==> config.mk <==
export PLATFORM = sky130hd
export DESIGN_NAME = max7219_chain_scheduler
export DESIGN_NICKNAME = d
export VERILOG_FILES = /design/src/rtl/max7219_pkg.sv /design/src/rtl/max7219_word_tx.sv /design/src/rtl/max7219_chain_scheduler.sv
export SDC_FILE = /design/constraint.sdc
export NUM_CORES = 1
export LEC_CHECK = 0
export BUFFER_PORTS_ARGS = -buffer_cell sky130_fd_sc_hd__buf_2
export CAP_MARGIN = 20
export CELL_PAD_IN_SITES_DETAIL_PLACEMENT = 1
export CELL_PAD_IN_SITES_GLOBAL_PLACEMENT = 1
export CORE_MARGIN = 2
export CORE_UTILIZATION = 30
export CTS_CLUSTER_SIZE = 30
export DETAILED_ROUTE_END_ITERATION = 8
export HOLD_SLACK_MARGIN = 0.1
export PLACE_DENSITY_LB_ADDON = 0.05
export SLEW_MARGIN = 10
export SYNTH_ARGS = -nofsm -noshare
export SYNTH_HDL_FRONTEND = slang
export SYNTH_SLANG_ARGS = --single-unit
==> constraint.sdc <==
create_clock -name clk -period 13.2 [get_ports clk]
set_input_delay 1.98 -clock clk [delete_from_list [all_inputs] [get_ports clk]]
set_output_delay 1.98 -clock clk [all_outputs]
set_load 0.01 [all_outputs]
==> src/rtl/max7219_pkg.sv <==
// Shared definitions for the MAX7219 chain scheduler: register addresses,
// scheduler states and the power-up command ROM.
package max7219_pkg;

    localparam logic [3:0] REG_NOOP      = 4'h0;
    localparam logic [3:0] REG_DIGIT0    = 4'h1;
    localparam logic [3:0] REG_DECODE    = 4'h9;
    localparam logic [3:0] REG_INTENSITY = 4'hA;
    localparam logic [3:0] REG_SCANLIM   = 4'hB;
    localparam logic [3:0] REG_SHUTDOWN  = 4'hC;
    localparam logic [3:0] REG_DISPTEST  = 4'hF;

    typedef enum logic [1:0] {
        ST_INIT,
        ST_IDLE,
        ST_INTENS,
        ST_ROWS
    } sched_state_t;

    typedef logic [15:0] cmd_t;

    localparam int INIT_LEN        = 5;
    localparam int INIT_INTENS_IDX = 3;

    // The data byte of entry INIT_INTENS_IDX is a default of zero; the scheduler
    // replaces it with its INIT_INTENSITY parameter.
    localparam cmd_t INIT_ROM [INIT_LEN] = '{
        {4'h0, REG_DISPTEST,  8'h00},
        {4'h0, REG_DECODE,    8'h00},
        {4'h0, REG_SCANLIM,   8'h07},
        {4'h0, REG_INTENSITY, 8'h00},
        {4'h0, REG_SHUTDOWN,  8'h01}
    };

endpackage

==> src/rtl/max7219_word_tx.sv <==
// Sends one chain-wide SPI word (MSB first, sck idle low) framed by cs,
// then holds cs high for the inter-word gap before pulsing done.
module max7219_word_tx #(
    parameter int N_DEV      = 2,
    parameter int CLK_DIV    = 4,
    parameter int GAP_CYCLES = 8
) (
    input  logic                 clk,
    input  logic                 rst,
    input  logic                 start,
    input  logic [16*N_DEV-1:0]  word,
    output logic                 done,
    output logic                 busy,
    output logic                 sck,
    output logic                 mosi,
    output logic                 cs
);

    localparam int W  = 16 * N_DEV;
    localparam int CW = 16;
    localparam int BW = $clog2(W);
    localparam logic [CW-1:0] DIV_LOAD = CW'(CLK_DIV - 1);
    localparam logic [CW-1:0] GAP_LOAD = CW'((GAP_CYCLES > 0) ? GAP_CYCLES - 1 : 0);

    typedef enum logic [2:0] {TX_IDLE, TX_LEAD, TX_HIGH, TX_LOW, TX_TAIL, TX_GAP} tx_phase_t;

    tx_phase_t      phase;
    logic [CW-1:0]  cnt;
    logic [BW-1:0]  bits_left;
    logic [W-1:0]   shreg;

    // The current bit sits at the top of the shift register; it only moves on sck falls.
    assign mosi = shreg[W-1];
    assign busy = (phase != TX_IDLE);

    always_ff @(posedge clk or posedge rst) begin
        if (rst) begin
            phase     <= TX_IDLE;
            cnt       <= '0;
            bits_left <= '0;
            shreg     <= '0;
            sck       <= 1'b0;
            cs        <= 1'b1;
            done      <= 1'b0;
        end else begin
            done <= 1'b0;
            case (phase)
                TX_IDLE: begin
                    if (start) begin
                        cs        <= 1'b0;
                        shreg     <= word;
                        bits_left <= BW'(W - 1);
                        cnt       <= DIV_LOAD;
                        phase     <= TX_LEAD;
                    end
                end
                TX_LEAD, TX_LOW: begin
                    if (cnt == '0) begin
                        sck   <= 1'b1;
                        cnt   <= DIV_LOAD;
                        phase <= TX_HIGH;
                    end else begin
                        cnt <= cnt - 1'b1;
                    end
                end
                TX_HIGH: begin
                    if (cnt == '0) begin
                        sck <= 1'b0;
                        cnt <= DIV_LOAD;
                        if (bits_left == '0) begin
                            shreg <= '0;
                            phase <= TX_TAIL;
                        end else begin
                            shreg     <= {shreg[W-2:0], 1'b0};
                            bits_left <= bits_left - 1'b1;
                            phase     <= TX_LOW;
                        end
                    end else begin
                        cnt <= cnt - 1'b1;
                    end
                end
                TX_TAIL: begin
                    if (cnt == '0) begin
                        cs    <= 1'b1;
                        cnt   <= GAP_LOAD;
                        phase <= TX_GAP;
                    end else begin
                        cnt <= cnt - 1'b1;
                    end
                end
                TX_GAP: begin
                    if (cnt == '0) begin
                        done  <= 1'b1;
                        phase <= TX_IDLE;
                    end else begin
                        cnt <= cnt - 1'b1;
                    end
                end
                default: phase <= TX_IDLE;
            endcase
        end
    end

endmodule

==> src/rtl/max7219_chain_scheduler.sv <==
// Drives a MAX7219 daisy chain: power-up configuration, then whole frames row by row,
// with intensity updates slotted strictly between frames.
//
// state     | meaning
// ST_INIT   | sending the five power-up commands
// ST_IDLE   | waiting for a frame (or about to service a pending intensity)
// ST_INTENS | sending the latest requested intensity to every device
// ST_ROWS   | streaming rows 0..7 of the latched frame
module max7219_chain_scheduler
    import max7219_pkg::*;
#(
    parameter int         N_DEV          = 2,
    parameter int         CLK_DIV        = 4,
    parameter logic [3:0] INIT_INTENSITY = 4'h8,
    parameter int         GAP_CYCLES     = 8
) (
    input  logic                 clk,
    input  logic                 rst,
    input  logic [64*N_DEV-1:0]  frame,
    input  logic                 frame_valid,
    output logic                 frame_ready,
    input  logic                 intensity_we,
    input  logic [3:0]           intensity_in,
    output logic                 init_done,
    output logic                 busy,
    output logic                 sck,
    output logic                 mosi,
    output logic                 cs
);

    localparam int W = 16 * N_DEV;

    sched_state_t         state;
    logic [64*N_DEV-1:0]  frame_buf;
    logic [2:0]           row;
    logic [2:0]           init_idx;
    logic                 pending;
    logic [3:0]           intensity;
    logic                 in_flight;
    logic                 tx_start;
    logic [W-1:0]         tx_word;
    logic                 tx_done;
    logic                 tx_busy;
    cmd_t                 init_cmd;

    function automatic logic [W-1:0] rep_cmd(input cmd_t c);
        return {N_DEV{c}};
    endfunction

    // Highest device lands in the MSBs so it is shifted out first.
    function automatic logic [W-1:0] row_word(input logic [64*N_DEV-1:0] px, input logic [2:0] r);
        logic [W-1:0] w;
        w = '0;
        for (int d = 0; d < N_DEV; d++) begin
            w[16*d +: 16] = {{4'h0, REG_DIGIT0} + {5'd0, r}, px[64*d + 8*r +: 8]};
        end
        return w;
    endfunction

    always_comb begin
        init_cmd = INIT_ROM[init_idx];
        if (init_idx == 3'(INIT_INTENS_IDX)) begin
            init_cmd = {4'h0, REG_INTENSITY, 4'h0, INIT_INTENSITY};
        end
    end

    assign busy = tx_busy | (state == ST_ROWS);

    always_ff @(posedge clk or posedge rst) begin
        if (rst) begin
            state       <= ST_INIT;
            frame_buf   <= '0;
            row         <= '0;
            init_idx    <= '0;
            pending     <= 1'b0;
            intensity   <= INIT_INTENSITY;
            in_flight   <= 1'b0;
            tx_start    <= 1'b0;
            tx_word     <= rep_cmd({4'h0, REG_NOOP, 8'h00});
            frame_ready <= 1'b0;
            init_done   <= 1'b0;
        end else begin
            tx_start <= 1'b0;
            if (intensity_we) begin
                pending   <= 1'b1;
                intensity <= intensity_in;
            end
            case (state)
                ST_INIT: begin
                    if (!in_flight) begin
                        tx_start  <= 1'b1;
                        tx_word   <= rep_cmd(init_cmd);
                        in_flight <= 1'b1;
                    end else if (tx_done) begin
                        in_flight <= 1'b0;
                        if (init_idx == 3'(INIT_LEN - 1)) begin
                            state     <= ST_IDLE;
                            init_done <= 1'b1;
                        end else begin
                            init_idx <= init_idx + 1'b1;
                        end
                    end
                end
                ST_IDLE: begin
                    // An advertised ready is always honoured, even if an intensity write races it.
                    if (frame_ready && frame_valid) begin
                        frame_buf   <= frame;
                        row         <= '0;
                        tx_start    <= 1'b1;
                        tx_word     <= row_word(frame, 3'd0);
                        in_flight   <= 1'b1;
                        frame_ready <= 1'b0;
                        state       <= ST_ROWS;
                    end else if (pending) begin
                        frame_ready <= 1'b0;
                        state       <= ST_INTENS;
                    end else begin
                        frame_ready <= !intensity_we;
                    end
                end
                ST_INTENS: begin
                    if (!in_flight) begin
                        tx_start  <= 1'b1;
                        tx_word   <= rep_cmd({4'h0, REG_INTENSITY, 4'h0, intensity});
                        in_flight <= 1'b1;
                        if (!intensity_we) begin
                            pending <= 1'b0;
                        end
                    end else if (tx_done) begin
                        in_flight <= 1'b0;
                        state     <= ST_IDLE;
                    end
                end
                ST_ROWS: begin
                    if (!in_flight) begin
                        tx_start  <= 1'b1;
                        tx_word   <= row_word(frame_buf, row);
                        in_flight <= 1'b1;
                    end else if (tx_done) begin
                        in_flight <= 1'b0;
                        if (row == 3'd7) begin
                            state <= ST_IDLE;
                        end else begin
                            row <= row + 1'b1;
                        end
                    end
                end
                default: state <= ST_INIT;
            endcase
        end
    end

    max7219_word_tx #(
        .N_DEV      (N_DEV),
        .CLK_DIV    (CLK_DIV),
        .GAP_CYCLES (GAP_CYCLES)
    ) u_word_tx (
        .clk   (clk),
        .rst   (rst),
        .start (tx_start),
        .word  (tx_word),
        .done  (tx_done),
        .busy  (tx_busy),
        .sck   (sck),
        .mosi  (mosi),
        .cs    (cs)
    );

endmodule

-- Yosys cells after proc, flatten, opt, wreduce, memory -nomap -nowiden
Memories as Yosys holds them, arrays and structs flattened.
Cells that the tools add are included.
- bits in registers: 236
- memories kept: 1
- bits in read-only memories: 128
- equal/unequal tests: 32
- $lt $le $gt $ge: 1
- multiplexer cells: 64
- bitwise logic cells: 3
- reductions and logical operators: 27
- add/sub/neg operators: 6
- shift operators: 2
- memories (memory ; words ; width ; rd ports ; clocked after Yosys merged registers in ; wr ports ; line ; RTL):
    (no name shown) ; 8 ; 16 ; 1 ; 0 ; 0 ; max7219_chain_scheduler.sv:61 ; init_cmd = INIT_ROM[init_idx];
- operators by type and width (cell ; count):
    32-bit 2-to-1 mux ; 7
    32-bit one-hot mux with 4 select lines ; 1
    128-bit by 7-bit variable part select with 8-bit output ; 1
    128-bit by 9-bit variable part select with 8-bit output ; 1
    16-bit 2-to-1 mux ; 7
    16-bit one-hot mux with 4 select lines ; 1
    32-bit one-hot mux with 2 select lines ; 1
    3-bit 2-to-1 mux ; 10
    2-bit inequality test (second input constant) ; 12
    2-bit 2-to-1 mux ; 10
    16-bit logical NOT ; 1
    1-bit 2-to-1 mux ; 16
    2-bit by 1-bit inequality test with 1-bit output (second input constant) ; 8
    4-bit AND reduction ; 4
    16-bit by 1-bit subtractor with 16-bit output (second input constant) ; 1
    5-bit 2-to-1 mux ; 3
    3-bit one-hot mux with 5 select lines ; 1
    3-bit == test (second input constant) ; 4
    3-bit AND reduction ; 4
    5-bit one-hot mux with 2 select lines ; 1
    5-bit AND reduction ; 2
    3-bit by 2-bit == test with 1-bit output (second input constant) ; 3
    9-bit AND reduction ; 1
    7-bit by 6-bit adder with 8-bit output (first input constant) ; 1
    other kinds (25) ; 34

-- Longest topological paths before layout
- depth in word-level cells: 7
- mapped depth: 9

-- Cells and area by module
Synthesis repeated with hierarchy kept, for this count alone.
- cell total of the unflattened synthesis: 1172
- area total of the unflattened synthesis: 10606.4 um^2
- modules (own cells, without submodules) (module ; cells an instance ; seq. area each (um^2) ; area an instance (um^2) ; instances):
    max7219_chain_scheduler ; 872 ; 4130.2 ; 7712.4 ; 1
    max7219_word_tx ; 300 ; 1477.7 ; 2894.0 ; 1

-- Worst setup path before layout
Ideal clock, no wire load.
- path type: register to output
- start: reg state[0]
- end: out busy
- data arrival time: 1.213 ns
- slack: 10.007 ns
- required time: 11.220 ns
- cell stages (with the launch flop): 5
- cells stage by stage: dfrtp_1 clkbuf_1 nand2_1 clkbuf_1 nand2_1
- longest elaborated chain between the ends: 2
- ends and longest elaborated chain (element ; line ; RTL):
    from (decl) ; max7219_chain_scheduler.sv:33 ; sched_state_t state;
    from (signal assigned) ; max7219_chain_scheduler.sv:71 ; state <= ST_INIT;
    from (signal assigned) ; max7219_chain_scheduler.sv:97 ; state <= ST_IDLE;
    from (signal assigned) ; max7219_chain_scheduler.sv:113 ; state <= ST_ROWS;
    2-bit == test ; max7219_chain_scheduler.sv:67 ; assign busy = tx_busy | (state == ST_ROWS);
    1-bit bitwise OR ; max7219_chain_scheduler.sv:67 ;
    to (decl) ; max7219_chain_scheduler.sv:25 ; output logic busy,
No other way between the ends.

-- Final worst setup path
- start: reg state[1]
- end: out busy
The elaborated chain is that of the path after synthesis.

==> impl_metrics.tcl <==
set metrics [dict create \
    outcome "complete, no violations" \
    timing.slew.headroom 0.301 \
    ant_nets 0 \
    grt_overflow 0 \
    clk_pin_slew_ps 60 \
    antenna_found_initial 7 \
    path_class "flop to output pin" \
    power.density_mw_per_mm2 124 \
    maxSlewViolCount 0 \
    cts_tree "built" \
    pwr-share-clk 0.493 \
    crit_path_max_fanout 20 \
    grt_start_max_net_pins 121 \
    async_reset_ff_frac 1.00 \
    cts_resized 0 \
    leakagePower_uw 0.00629 \
    period_share 0.297 \
    layout_min_cycle_time_ps 3920 \
    ys_ff_latch 224 \
    ctsHtreeMaxLevel 1 \
    cp-start-kind "flop" \
    timing.hold.ws_ps 480 \
    p_switching_uw 364 \
    drt_iter0_markers 266 \
    multi_input_area_mm2 0.00482 \
    p_int_uw 1230 \
    wirelength_mm 28.2 \
    die_w_um 194 \
    cp.arrival_ps 1940 \
    numCtsBuffers 28 \
    rsz0062_at_grt "no" \
    max_freq_mhz 255 \
    p_comb_frac 0.054 \
    vias 7126 \
    syn-cell-area_mm2 0.0108 \
    synth_nets 1004 \
    wl_per_cell_um 19.2 \
    drc 0 \
    min_path_type "flop to flop" \
    drive_gt1_frac 0.403 \
    finalSetupViolations 0 \
    worstMarginPinSlew_ps 1050 \
    yosysWarnings 0 \
    die-area_mm2 0.0375 \
    syn_to_final_growth_pct 19.3 \
    yosys_most_used_dff "dfrtp_1" \
    grtUsageTotal 0.151 \
    dp_hpwl_mm 18.7 \
    worstSkewPairLatency_ps 570 \
    numPortBuffers 141 \
    p_seq_frac 0.454 \
    avgSynthCellArea_um2 12.6 \
    seq_area_frac_synth 0.520 \
    grt_pass1_vias 7637 \
    drv_cap 0 \
    cp_data_required_time_ps 11220 \
    postPlaceCellArea_mm2 0.0119 \
    rows 69 \
    grt_pass1_wl_mm 44.9 \
    finClkSkew_ps 22.7 \
    swShare 0.229 \
    cts_buffer_depth 3 \
    firstDrtPassIters 4 \
    finalNetCount 1134 \
    fillCellCount 3794 \
    post-route-util 0.362 \
    cts_sinks 224 \
    hold_violations 0 \
    synth_edf_count 0 \
    tns_ps 0 \
    start_util 0.304 \
    peakVddDrop_v 0.0000871 \
    seqCellArea_mm2 0.00561 \
    layout.cells.non_filler 1470 \
    synth_cells 857 \
    gp_congestion 0.710 \
    yosysUniqueCellTypes 67 \
    place_inst 1418 \
    die_height_um 194 \
    design_area_mm2 0.0129 \
    hold_buffers 0 \
    routed_via_density 4.85 \
    core_mm2 0.0355 \
    post_cts_buffers 0 \
    end_kind "output pin" \
    ctsRootBufferMaster "clkbuf_16" \
    pin_count 142 \
]
==> per-stage QoR <==
step | power, uW | worst slack (ps)
global route | 1660 | 9090
finish | 1590 | 9280
floorplan | 778 | 5090
global placement | 821 | 8810
detailed placement | 822 | 8820
CTS | 1620 | 9210
==> path summary, 6_finish.rpt <==
check / from / endpoint / cells past startpoint / slack (ps)
setup / recovery: state[1] / busy / 4 / 9280
hold / removal: u_word_tx.bits_left[4] / u_word_tx.bits_left[4] / 2 / 480
setup reg to reg: state[1] / frame_buf[64] / 4 / 10060
hold reg to reg: u_word_tx.bits_left[4] / u_word_tx.bits_left[4] / 2 / 480
max in group asynchronous: rst / row[0] / 3 / 10180
min in group asynchronous: rst / frame_buf[77] / 2 / 1570
==> cell usage after synthesis (2+ instances only) <==
library cell | count | share of area
nor3_1 | 13 | 0.0060
mux2_4 | 15 | 0.021
inv_1 | 22 | 0.0077
buf_2 | 17 | 0.0079
a21oi_1 | 30 | 0.014
mux2_2 | 138 | 0.14
xnor2_1 | 8 | 0.0065
or3_1 | 4 | 0.0023
nand3_1 | 24 | 0.011
a21o_1 | 4 | 0.0028
o21ai_2 | 2 | 0.0016
a22o_1 | 9 | 0.0073
mux2i_1 | 23 | 0.021
o32a_1 | 4 | 0.0037
a211oi_1 | 7 | 0.0049
or4_1 | 3 | 0.0021
o21ai_0 | 16 | 0.0074
o211ai_1 | 4 | 0.0028
mux4_2 | 30 | 0.063
nor2b_1 | 10 | 0.0058
a41oi_1 | 2 | 0.0016
o21ai_1 | 2 | 0.00093
and3_1 | 3 | 0.0017
nand2_1 | 67 | 0.023
mux2_1 | 6 | 0.0063
clkbuf_1 | 28 | 0.0098
buf_6 | 7 | 0.0073
nand2b_1 | 4 | 0.0023
dfrtp_1 | 222 | 0.52
and2_1 | 7 | 0.0041
xor2_1 | 6 | 0.0049
nand4_1 | 4 | 0.0023
a2111oi_1 | 2 | 0.0019
a32oi_1 | 2 | 0.0016
o22ai_1 | 4 | 0.0023
buf_1 | 2 | 0.00070
o31ai_1 | 4 | 0.0028
nor2_1 | 59 | 0.021
ha_1 | 11 | 0.013
a31oi_1 | 4 | 0.0023
dfstp_2 | 2 | 0.0049
==> cell families after synthesis <==
family	synth area share
DFF	0.520
muxes	0.255
buffers and inverters	0.0333
AOI/OAI and AO/OA	0.0643
and+or+nand+nor	0.103
xor gates and xnor gates	0.0114
adders and majority gates	0.0128
==> power groups by stage <==
stage | Combinational (uW) | Sequential [uW] | Clock [uW]
floorplan | 49.7 | 728 | 0
global placement | 88.3 | 733 | 0
detailed placement | 88.8 | 734 | 0
CTS | 89.1 | 721 | 814
global route | 97.5 | 724 | 839
finish | 85.3 | 721 | 783
==> per-layer routing <==
layer / up-vias / track usage / routed length [um]
met3: 50 / 0.0368 / 1280
met5: - / 0 / 68
met2: 105 / 0.235 / 12800
li1: 3349 / - / -
met4: 10 / 0.0356 / 571
met1: 3612 / 0.211 / 13500
==> flip-flops by register name, indices dropped and copies added (netlist names) <==
name                 count
u_word_tx.shreg         32
u_word_tx.cs             1
u_word_tx.cnt           16
u_word_tx.sck            1
frame_buf              128
u_word_tx.phase          3
u_word_tx.done           1
u_word_tx.bits_left      5
tx_start                 1
init_done                1
pending                  1
tx_word                 20
intensity                4
in_flight                1
state                    2
frame_ready              1
init_idx                 3
row                      3
==> placed cells by master, fill, tap and decap left out, types with 9 or more instances in the layout <==
| master | n |
|---|---|
| dfrtp_1 | 220 |
| buf_2 | 141 |
| mux2_2 | 138 |
| nand2_1 | 67 |
| nor2_1 | 59 |
| mux4_2 | 30 |
| a21oi_1 | 30 |
| clkbuf_16 | 28 |
| nand3_1 | 24 |
| mux2i_1 | 23 |
| inv_1 | 21 |
| o21ai_0 | 16 |
| mux2_4 | 15 |
| buf_4 | 13 |
| nor3_1 | 12 |
| ha_1 | 11 |
| nor2b_1 | 10 |
| a22o_1 | 9 |
| clkbuf_8 | 9 |
==> final cells by class <==
| cell class | instances | area share |
|---|---|---|
| sequential | 224 | 0.436 |
| antenna | 1 | 0.000195 |
| timing repair buffer | 154 | 0.0625 |
| multi-input combinational | 557 | 0.375 |
| tap | 461 | 0.0449 |
| clock inverter | 9 | 0.00847 |
| inverter | 22 | 0.00701 |
| clock buffer | 42 | 0.0656 |
==> critical path, stage by stage (launching register included) <==
cell and delay, ps:
dfrtp_1 770, nand2_1 110, buf_4 240, nand2_1 110, buf_2 140
(Power assumes the default switching activity.)
